--- src/rtl/rf_wb_arbiter.sv ---
// Write-back arbiter for the register file write port, with a one-stage
// registered write and read bypass of that in-flight write to both read ports.
module rf_wb_arbiter #(
    parameter int NUM_REQ = 3,
    parameter int PTR_W   = 2
) (
    input  logic                    clk,
    input  logic                    reset,
    input  logic [NUM_REQ-1:0]      req_valid,
    input  logic [NUM_REQ*5-1:0]    req_addr,
    input  logic [NUM_REQ*32-1:0]   req_data,
    output logic [NUM_REQ-1:0]      req_ready,
    input  logic                    wb_stall,
    output logic                    rf_we,
    output logic [4:0]              rf_waddr,
    output logic [31:0]             rf_wdata,
    input  logic [4:0]              rd_addr1,
    input  logic [4:0]              rd_addr2,
    input  logic [31:0]             rf_q1,
    input  logic [31:0]             rf_q2,
    output logic [31:0]             fwd_q1,
    output logic [31:0]             fwd_q2,
    output logic [PTR_W-1:0]        grant_id
);

    logic [PTR_W-1:0] rr_ptr_q, rr_ptr_d;
    logic [PTR_W-1:0] gid_q;
    logic [PTR_W-1:0] win_idx, sel_idx, cand;
    logic [PTR_W:0]   sum, nxt;
    logic             win_found, grant;
    logic             rf_we_q;
    logic [4:0]       rf_waddr_q, rf_waddr_d;
    logic [31:0]      rf_wdata_q, rf_wdata_d;

    // Scan offsets from the far end down so the requester closest to rr_ptr wins.
    always_comb begin
        win_found = 1'b0;
        win_idx   = '0;
        sum       = '0;
        cand      = '0;
        for (int k = NUM_REQ - 1; k >= 0; k--) begin
            sum = {1'b0, rr_ptr_q} + (PTR_W+1)'(k);
            if (sum >= (PTR_W+1)'(NUM_REQ))
                sum = sum - (PTR_W+1)'(NUM_REQ);
            cand = sum[PTR_W-1:0];
            if (req_valid[cand]) begin
                win_found = 1'b1;
                win_idx   = cand;
            end
        end
    end

    assign grant     = win_found & ~wb_stall & ~reset;
    assign req_ready = grant ? (NUM_REQ'(1) << win_idx) : '0;
    assign grant_id  = grant ? win_idx : gid_q;

    // Idle selection falls back to requester 0 so the mux never carries X.
    assign sel_idx    = grant ? win_idx : '0;
    assign rf_waddr_d = req_addr[int'(sel_idx)*5 +: 5];
    assign rf_wdata_d = req_data[int'(sel_idx)*32 +: 32];

    always_comb begin
        nxt      = {1'b0, win_idx} + (PTR_W+1)'(1);
        rr_ptr_d = rr_ptr_q;
        if (grant)
            rr_ptr_d = (nxt == (PTR_W+1)'(NUM_REQ)) ? '0 : nxt[PTR_W-1:0];
    end

    always_ff @(posedge clk) begin
        if (reset) begin
            rf_we_q    <= 1'b0;
            rf_waddr_q <= '0;
            rf_wdata_q <= '0;
            rr_ptr_q   <= '0;
            gid_q      <= '0;
        end else begin
            rf_we_q  <= grant;
            rr_ptr_q <= rr_ptr_d;
            if (grant) begin
                rf_waddr_q <= rf_waddr_d;
                rf_wdata_q <= rf_wdata_d;
                gid_q      <= win_idx;
            end
        end
    end

    assign rf_we    = rf_we_q;
    assign rf_waddr = rf_waddr_q;
    assign rf_wdata = rf_wdata_q;

    assign fwd_q1 = (rf_we_q && rf_waddr_q == rd_addr1) ? rf_wdata_q : rf_q1;
    assign fwd_q2 = (rf_we_q && rf_waddr_q == rd_addr2) ? rf_wdata_q : rf_q2;

endmodule

--- config.mk ---
export PLATFORM = sky130hd
export DESIGN_NAME = rf_wb_arbiter
export DESIGN_NICKNAME = d
export VERILOG_FILES = /design/src/rtl/rf_wb_arbiter.sv
export SDC_FILE = /design/constraint.sdc
export NUM_CORES = 1
export LEC_CHECK = 0
export ABC_AREA = 1
export CORE_AREA = 2 2 116 118
export CTS_CLUSTER_DIAMETER = 30
export DETAILED_ROUTE_END_ITERATION = 10
export DIE_AREA = 0 0 118 120
export PLACE_DENSITY = 0.7
export SYNTH_ARGS = -nofsm -noshare
export SYNTH_HDL_FRONTEND = slang
export SYNTH_SLANG_ARGS = --single-unit
--- constraint.sdc ---
create_clock -name clk -period 2.55 [get_ports clk]
set_input_delay 0.51 -clock clk [delete_from_list [all_inputs] [get_ports clk]]
set_output_delay 0.51 -clock clk [all_outputs]
set_load 0.1 [all_outputs]
; ---- Word-level counts from Yosys, hierarchy flattened
; Index checks and enable logic that the tools add are counted.
; Widths: inputs -> output; s select.
[totals]
register_bits = 42
[op_classes]
n_eq_ne = 3
bitwise = 4
n_addsub = 6
reduce_logical = 2
n_mul = 1
n_lt_le_gt_ge = 6
muxes = 21
n_shift = 3
[ops]
columns = cell, n
row1 = $shiftx 96x8->32, 1
row2 = $mux 32, 2
row3 = $mux 2, 9
row4 = $shiftx 15x6->5, 1
row5 = $eq 5x5->1, 2
row6 = $lt 2x3->1 const B, 3
row7 = $add 2x1->3 const B, 2
row8 = $bmux 1 s2, 3
row9 = $ge 3x2->1 const B, 2
row10 = $mux 1, 6
row11 = $sub 2x2->2 const B, 3
row12 = $mul 2x3->5 const B, 1
row13 = $add 2x2->3 const B, 1
row14 = $eq 3x2->1 const B, 1
row15 = $mux 3, 1
row16 = $shl 1x2->3 const A, 1
row17 = $and 1x1->1, 2
row18 = $ge 2x2->1 const B, 1
row19 = $logic_and 1x1->1, 2
row20 = $not 1->1, 2

; ---- Longest topological paths before layout
[logic_depth]
word_depth = 13
mapped_depth = 14
mapped_depth_nobuf = 13

; ---- Worst setup path before layout
; OpenSTA, ideal clock, no wires.
[synth_path]
path_kind = register -> output
from = register rf_waddr_q[2] (netlist: rf_waddr[2])
to = output fwd_q1[0]
path_stages_with_launch = 6
t_required_ns = 2.040
arrival_ns = 4.122
path_slack_ns = -2.082
path_buffers = 1
path_cell_list = dfxtp_1 inv_1 a221oi_1 nand4_1 clkbuf_1 o21ai_0
[synth_between]
elab_chain_len = 3
[synth_lines]
columns = item, line
row1 = "start, declared", 32  ; logic [4:0] rf_waddr_q, rf_waddr_d;
row2 = "start signal, assigned", 80  ; rf_waddr_q <= rf_waddr_d;
row3 = $eq 5x5->1, 91  ; assign fwd_q1 = (rf_we_q && rf_waddr_q == rd_addr1) ? rf_wdata_q : rf_q1;
row4 = $logic_and 1x1->1, 91
row5 = $mux 32, 91
row6 = "end, declared", 21  ; output logic [31:0] fwd_q1,
; No other way between the ends.

; ---- Worst setup path in the final report
[layout_path]
from = input rd_addr1[0]
to = output fwd_q1[17]
[layout_between]
elab_chain_len = 3
[layout_lines]
columns = item, line
row1 = "start, declared", 17  ; input logic [4:0] rd_addr1,
row2 = $eq 5x5->1, 91
row3 = $logic_and 1x1->1, 91
row4 = $mux 32, 91
; No other way between the ends.

==> results.toml <==
[outcome]
status = "completed"

[timing]
rsz0062_at_grt = "yes"
fin_skew_ns = 0.00735
setup_viol = 0
fmax_mhz = 400
slew_violations = 0
finalHoldViolCount = 0
fin_crit_ns = 2.50
timing.final.crit_share_pct = 97.9
relSlewSlack_pct = 78.7
worst_pin_slew_ns = 0.319

[critical_path]
worstPathRequired_ns = 2.04
cp_slowest_cell = "dlygate4sd2_1"
cp.arrival_ns = 1.99
worstSetupPathType = "input pin to primary output"
critPathMaxFanout = 5
reg2reg_to = "rf_waddr[0]"
path_common_cell = "buf_12"
slowest_delay_ns = 0.25
r2r_cells = 13
regToRegSetupSlack_ns = 0.41
reg2reg_from = "rr_ptr_q[0]"
start_kind = "input pin"
endpoint_kind = "primary output"
path_cells = "dlygate4sd2_1, nor2_1, a221oi_2, nand4_1, buf_6, buf_12, buf_16, o21ai_4, buf_12"

[detailed_routing]
antenna_left = 0
wl_per_cell_um = 16.6
drt-total-wl_mm = 18.6
first_iter_violations = 224
first_pass_iters = 5
viasPerCell = 4.83
drc = 0
vias = 5403

[clocking]
h-tree-depth = 2
insertion_delay_ns = 0.28
clkTransAtPathRegs_ns = 0.07
ctsHoldBuffers = 0
cts_tree = "built"
root_buffer = "clkbuf_16"
max-clock-path-buffers = 2
cts.sinks = 42
cts_inserted_buffers = 5

[global_routing]
grt_pass1_vias = 5268
grt_overflow = 0
grt_usage_pct = 25.1
grt_pass1_wl_mm = 28.5
grt_max_degree = 46
antenna_found_initial = 0

[synthesis]
synthMuxAreaShare_pct = 0
syn-cell-area_um2 = 3520
synth_compound_area_share_pct = 27.6
syn_nets = 823
synth_top_family_by_area = "compound AO/OA/AOI/OAI gates"
synthAdderAreaFrac_pct = 1.42
synth_edf_count = 0
synthFlopType = "dfxtp_1"
synth_area_leaders = "dfxtp_1 (24%), a21oi_1 (17%), nand2_1 (14%), inv_1 (13%), nand3_1 (12%)"
async_flop_share_pct = 0
synth_top_cell_by_area = "dfxtp_1"
avgSynthCellArea_um2 = 5.60
yosysMostFrequentCell = "nand2_1"
netlist_top_cells_count = "nand2_1 (127), inv_1 (121), a21oi_1 (119), nand3_1 (82), o21ai_0 (65)"
synth_seq_cells = 42
syn_inst = 628
synth_top_cell_area_share_pct = 23.9
synthXorXnorAreaFrac_pct = 0.747
synth-simple-area-share_pct = 26.7
synth_cell_types = 25
ys_warn_count = 0
ys_seq_area_share_pct = 23.9

[placement]
port_buffers = 297
dpl.hpwl_mm = 13.8
placed_cells = 1094
place_area_um2 = 8260
place.gp.congestion = 0.847

[cells_and_area]
fin_nets = 1136
synthToLayoutAreaGrowth_pct = 156
multi_input_area_um2 = 3010
diodes = 0
finalNonFillerCells = 1118
drive_above_1_share_pct = 34.5
regArea_um2 = 868
finalInstanceArea_um2 = 9000
num-fill-cells = 1033

[floorplanning]
num_rows = 42
ioPinCount = 298
start_util_pct = 27.1
die_h_um = 120
die_x_um = 118
core_um2 = 13000
dieArea_um2 = 14200

[worst_hold_path]
min_to = "rr_ptr_q[1]"
hold_path.class = "register to register"
holdCritStartpoint = "rr_ptr_q[1]"
min_path_cells = 2

[power]
p_leak_nw = 4.14
ir_drop_uv = 353
powerDensity_nw_per_um2 = 494
power_mw = 4.45

[flow_run]
maxCapViolCount = 0
[cell type report]
class | instances | share of cell area [%]
Timing Repair Buffer | 349 | 47.4
Clock buffer | 5 | 1.39
Tap cell | 176 | 2.45
Inverter | 126 | 5.49
Multi-Input combinational cell | 417 | 33.5
Sequential cell | 42 | 9.64
Clock inverter | 3 | 0.181
[cell families (layout without fill, tap and decap cells)]
kind of cell / after synthesis / after routing
xor+xnor: 3 / 3
fa+ha+maj: 4 / 4
compound gates: 191 / 191
buf+inv: 169 / 483
simple gates: 219 / 219
flops: 42 / 42
[routing by layer]
layer  vias up  track usage (%)  wire length (µm)
li1       2650                -                 -
met1      2528             31.3              7620
met2       205             45.1              9580
met3        20             4.28              1050
met4         0             5.87               305
met5         -                0                 0
[where the power goes]
part / switching [mW] / total [mW] / internal, mW
Sequential: 0.0987 / 0.857 / 0.758
Combinational: 1.99 / 2.97 / 0.982
Clock: 0.269 / 0.627 / 0.358
[what timing repair did]
item | 4_1_cts | 5_1_grt
cloned | 6 | 2
setup endpoints to repair | 68 | 59
buffers inserted | 6 | 6
resized for setup | 67 | 66
pin swaps | 22 | 26
[through the flow]
| step | utilization (%) | hold WS, ns | TNS (ns) | setup WS, ns |
|---|---|---|---|---|
| floorplan | - | 0.464 | -0.0948 | -0.0231 |
| global placement | 63.6 | 0.490 | -6.68 | -0.125 |
| finish | 69.4 | 0.508 | 0 | 0.0525 |
| detailed placement | 63.6 | 0.489 | -7.39 | -0.144 |
| CTS | 67.4 | 0.499 | -0.0135 | -0.0135 |
| global route | 69.4 | 0.544 | -0.127 | -0.0367 |
[critical path, delay by kind of cell]
kind                   cells  cell delay, ns
AND/OR/NAND/NOR            2            0.21
AO/OA/AOI/OAI              2            0.35
buffers and inverters      5            0.90
[registers in the layout, indices dropped and copies added (netlist names)]
name and count:
gid_q 2, rf_waddr 5, rf_wdata 32, rf_we 1, rr_ptr_q 2
[cells in the final DEF (no fill, tap or decap), types with 4 or more instances in the layout]
cell	synthesis	final
a21oi_1	119	118
buf_12	0	77
buf_16	0	7
buf_4	2	63
buf_6	4	9
clkbuf_16	0	7
clkdlybuf4s50_1	0	177
dfxtp_1	42	34
dfxtp_4	0	7
dlygate4sd2_1	0	9
inv_1	121	112
inv_2	5	8
nand2_1	127	67
nand2_2	1	50
nand2_4	0	10
nand3_1	82	79
nor2_1	5	4
o21ai_4	0	64
[how the worst max path moves through the flow]
| stage | startpoint | end |
|---|---|---|
| 2_1_floorplan | rf_waddr[2] | fwd_q1[10] |
| 3_3_place_gp | rd_addr1[1] | fwd_q1[24] |
| 3_5_place_dp | rd_addr1[1] | fwd_q1[12] |
| 4_1_cts | rr_ptr_q[0] | req_ready[1] |
| 5_1_grt | rr_ptr_q[0] | grant_id[0] |
| 6_report | rd_addr1[0] | fwd_q1[17] |
(Power assumes the default switching activity.)
==> RTL change 1 (same settings) <==
Change the parameter `PTR_W` from 2 to 1.
--- a/src/rtl/rf_wb_arbiter.sv
+++ b/src/rtl/rf_wb_arbiter.sv
@@ -2,7 +2,7 @@
 // registered write and read bypass of that in-flight write to both read ports.
 module rf_wb_arbiter #(
     parameter int NUM_REQ = 3,
-    parameter int PTR_W   = 2
+    parameter int PTR_W   = 1
 ) (
     input  logic                    clk,
     input  logic                    reset,
Ports: changed (resized grant_id); port bits go from 298 to 297. No check against the original RTL was run, so the function may have changed too.
==> RTL change 1 against the original RTL <==
First-iteration DRC count grew 92%. Clock skew down 0.0056 ns. Worst hold slack worse by 0.039 ns. Critical path depth unchanged. Sequential cell count down 2. Sequential power down 16%. Setup slack better by 0.17 ns. Synthesized cell count is 7.5% lower. Cell area shrank 17%. Critical path type is now reg2out. Routed wire length fell by 1.7%. Total power shrank 31%. Area after synthesis decreased by 7.6%.
==> RTL change 1: results (changes against the original RTL) <==
* Placed Area at 6810 sq um (was 8260 sq um)
* Outcome: finished, final reports clean (unchanged)
* Num CTS Buffers at 5 (unchanged)
* DP Cell Count at 993 (was 1,094)
* Number of library cell types mapped by synthesis at 21 (was 25)
* Global-route usage over all layers at 21.8% (was 25.1%)
* Pre-CTS setup slack at -0.0103 ns (was -0.144 ns)
* DR vias at 5,048 (was 5,403)
* Synthesized Nets at 772 (was 823)
* Final nets at 1,034 (was 1,136)
* M1 WL at 7290 microns (was 7620 microns)
* Leakage at 3.66 nW (was 4.14 nW)
* Slowest cell on crit path: dfxtp_2 (was dlygate4sd2_1)
* Port bufs at 257 (was 297)
* Skew-Pair Late Insertion Delay at 0.28 ns (about the same)
* Final GP Congestion at 0.837 (was 0.847)
* Worst Max-Slew Pin Slew at 0.516 ns (was 0.319 ns)
* Vias in the first global route at 4,428 (was 5,268)
* WP data arrival at 1.82 ns (was 1.99 ns)
* Final min period at 2.33 ns (was 2.50 ns)
* Async set or reset register ratio after synthesis at 0% (unchanged)
* Post-route clock skew at 0.00176 ns (was 0.00735 ns)
* Global-route wire length before repair at 24,600 microns (was 28,500 microns)
* Metal3 WL at 1170 microns (was 1050 microns)
* M1 GR Usage at 28.1% (was 31.3%)
* Finished Core Util at 57.7% (was 69.4%)
* CP Max Fanout at 8 (was 5)
* Share of cells above drive strength 1 at 30.2% (was 34.5%)
* Cell count after synthesis at 581 (was 628)
* Met2 wire len at 9120 microns (was 9580 microns)
* WL/cell at 17.8 microns (was 16.6 microns)
* Initial antenna violation count at 3 (was 0)
* Global routing usage on met2 at 37.0% (was 45.1%)
* Synth top cells by count: nand2_1, nand4_1, nand3_1, inv_1, buf_2 (was nand2_1, inv_1, a21oi_1, nand3_1, o21ai_0)
* Largest net degree at the start of global routing at 41 (was 46)
* Final HPWL DP at 12,800 microns (was 13,800 microns)
* Initial DRC Count at 429 (was 224)
* Routed WL at 18,200 microns (was 18,600 microns)
* Top delay family on crit path: simple AND/OR/NAND/NOR gates (was buffers and inverters)
* Root Driver: clkbuf_16 (unchanged)
* R2r setup slk at 1.32 ns (was 0.41 ns)
* Max VDD drop at 338 uV (was 353 uV)
* Sequential area share after synthesis at 24.6% (was 23.9%)
* Largest cells by area after synthesis: nand2_1, dfxtp_1, nand4_1 (was dfxtp_1, a21oi_1, nand2_1)
* CP max stage delay at 0.38 ns (was 0.25 ns)
* GR Util met3 at 3.66% (was 4.28%)
* # fillers at 1,195 (was 1,033)
==> RTL change 1: timing repair <==
action	CTS	global route
resized for setup	0	51
gates cloned	0	15
endpoints found under the setup margin	1	63
pin swaps	0	28
buffers inserted	0	4
==> RTL change 1: cell families after synthesis <==
| logic type | synth area share (%) |
|---|---|
| flip-flops | 24.6 |
| AND/OR/NAND/NOR | 57.6 |
| buffers and inverters | 13.5 |
| other | 0.115 |
| AO/OA/AOI/OAI | 4.12 |
==> RTL change 1: final cells by class <==
| cell class | instances | area share, % |
|---|---|---|
| sequential | 40 | 10.8 |
| multi-input combinational | 439 | 30.5 |
| tap | 176 | 2.94 |
| clock buffer | 8 | 1.95 |
| timing repair buffer | 303 | 51.0 |
| antenna | 3 | 0.100 |
| inverter | 54 | 2.71 |
==> RTL change 1: per-stage QoR <==
step	setup TNS, ns	hold slack, ns	power (mW)
detailed placement	-0.0103	0.462	2.37
global route	0	0.500	3.19
global placement	-0.00611	0.448	2.36
finish	0	0.468	3.09
floorplan	0	0.440	1.68
CTS	-0.0118	0.471	3.01
==> RTL change 1: path summary, 6_finish.rpt <==
path / startpoint / endpoint / depth (start not counted)
setup / recovery: rf_waddr[2] / fwd_q1[18] / 9
hold / removal: rr_ptr_q / rr_ptr_q / 2
setup reg to reg: rr_ptr_q / rf_wdata[1] / 8
hold reg to reg: rr_ptr_q / rr_ptr_q / 2
==> RTL change 1: power by group <==
group          total [mW]  switching, mW  internal (mW)
sequential          0.724         0.0614          0.662
combinational        1.74           1.09          0.655
clock               0.627          0.237          0.390
total                3.09           1.38           1.71
==> RTL change 1: worst register-to-register path, delay by kind of cell (launching register included) <==
kind            cells  cell delay (ns)
flops               1             0.33
compound gates      1             0.06
buf+inv             2             0.25
simple gates        5             0.49
==> RTL change 2 (config.mk and constraints unchanged) <==
Without the edit above. Reset style: asynchronous (`reset`), changed in one clocked block.
--- a/src/rtl/rf_wb_arbiter.sv
+++ b/src/rtl/rf_wb_arbiter.sv
@@ -66,7 +66,7 @@
             rr_ptr_d = (nxt == (PTR_W+1)'(NUM_REQ)) ? '0 : nxt[PTR_W-1:0];
     end
 
-    always_ff @(posedge clk) begin
+    always_ff @(posedge clk or posedge reset) begin
         if (reset) begin
             rf_we_q    <= 1'b0;
             rf_waddr_q <= '0;
Function: differs if reset is asserted again (counterexample within 4 cycles, from zero or initial values and one cycle with reset high); with reset held inactive, the same outputs for 4 cycles.
==> RTL change 2 against the original RTL <==
The run now ends with setup timing left. Synthesized cell count fell by 1.9%. Utilization is 2.3 points higher. Sequential cell count is the same. Non-clock buffer count is 32 higher. Routed wire length grew 11%. Setup slack worse by 0.16 ns. Cell area grew 3.3%. Critical path depth is the same. Area after synthesis up 5.1%. Critical path type unchanged. First-iteration DRC count grew 44%.
Power is not compared: it rests on default switching activity, and its combinational part moved more than twofold at a synthesized area within 25%.
==> RTL change 2: results (changes against the original RTL) <==
* Cell count after synthesis at 616 (was 628)
* Synthesized Nets at 811 (was 823)
* Vias per std cell at 4.89 (was 4.83)
* Initial DRC Count at 322 (was 224)
* Placed Area at 7960 sq um (was 8260 sq um)
* Final setup vio count at 34 (was 0)
* Share of cells above drive strength 1 at 35.9% (was 34.5%)
* Failing checks: setup timing
* Synth Flop Type: dfrtp_1 (was dfxtp_1)
* Top delay family on crit path: buffers and inverters (unchanged)
* Final WS setup at -0.110 ns (was 0.0525 ns)
* Vias in the first global route at 5,589 (was 5,268)
* Worst slew margin at 64.4% (was 78.7%)
* Leakage at 4.55 nW
* Pre-CTS setup slack at -0.328 ns (was -0.144 ns)
* Cells on worst reg2reg path at 11 (was 13)
* Largest cells by area after synthesis: dfrtp_1, inv_1, nand2_1 (was dfxtp_1, a21oi_1, nand2_1)
* CP max stage delay at 0.47 ns (was 0.25 ns)
* Slowest cell on crit path: clkdlybuf4s50_1 (was dlygate4sd2_1)
* Largest net degree at the start of global routing at 41 (was 46)
* Global routing usage on met2 at 47.6% (was 45.1%)
* Final nets at 1,159 (was 1,136)
* Final HPWL DP at 13,200 microns (was 13,800 microns)
* M1 GR Usage at 32.6% (was 31.3%)
* Non-filler cells, final at 1,141 (was 1,118)
* Setup TNS Final at -1.74 ns (was 0 ns)
* Global-route usage over all layers at 27.3% (was 25.1%)
* Outcome: finished, violations left (was finished, final reports clean)
* Synth top cells by count: inv_1, nand2_1, nand3_1, a21oi_1, o21ai_0 (was nand2_1, inv_1, a21oi_1, nand3_1, o21ai_0)
* Finished Core Util at 71.7% (was 69.4%)
* Final GP Congestion at 0.864 (was 0.847)
* Post-route clock skew at 0.00653 ns (was 0.00735 ns)
* Hold Crit Depth at 2 (unchanged)
* Global-route wire length before repair at 30,200 microns (was 28,500 microns)
* WL/cell at 18.0 microns (was 16.6 microns)
* # fillers at 963 (was 1,033)
-- RTL change 2: cell count changes after synthesis, sizes merged, moves of 4 or more --
cell,change
nor2,+38
dfrtp,+42
dfxtp,-42
nand2,-6
buf,+4
a21oi,-41
clkbuf,-7
-- RTL change 2: path summary, 6_finish.rpt --
| check | slack (ns) | startpoint | to |
|---|---|---|---|
| hold reg to reg | 0.56 | rf_wdata[12] | rf_wdata[12] |
| max in group asynchronous | 1.41 | reset | rr_ptr_q[1] |
| setup / recovery | -0.11 | rd_addr2[4] | fwd_q2[6] |
| min in group asynchronous | 0.63 | reset | rf_wdata[0] |
| setup reg to reg | 0.31 | rr_ptr_q[1] | rf_wdata[31] |
| hold / removal | 0.56 | rf_wdata[12] | rf_wdata[12] |
-- RTL change 2: timing repair --
action | in CTS | in global routing
hold endpoints to repair | 0 | 0
cloned | 16 | 0
gates resized for setup | 223 | 69
buffers inserted | 6 | 13
pin swaps | 10 | 19
setup endpoints to repair | 69 | 69
-- RTL change 2: layout make-up --
type                       count  area share (%)
clock buffer                   8            1.47
inverter                     125            5.26
multi-input combinational    409            29.8
sequential                    42            11.5
tap                          176            2.37
timing repair buffer         381            49.6
-- RTL change 2: metal layers --
metal  routed length (microns)  share of wire [%]
met1                      7850                 38
met2                     10700                 52
met3                      1530                7.4
met4                       565                2.7
met5                         0                  0
-- RTL change 2: worst min-delay path, stage by stage, from the launching register on --
cell,delay [ns]
dfrtp_1,0.36
nor2_1,0.05
a21oi_1,0.10
-- RTL change 2: where the power goes --
part | internal (mW) | total, mW | switching [mW] | leakage [nW]
logic | 2.19 | 7.46 | 5.28 | 4.03
registers | 0.999 | 1.33 | 0.333 | 0.460
clock network | 0.365 | 0.617 | 0.252 | 0.0652
-- RTL change 2: cells by family after synthesis --
logic type | synth area share (%)
AND/OR/NAND/NOR | 29.8
buffers and inverters | 18.9
AO/OA/AOI/OAI | 20.5
flip-flops | 28.4
XOR/XNOR | 0.947
adder cells (fa/ha/maj) | 1.35
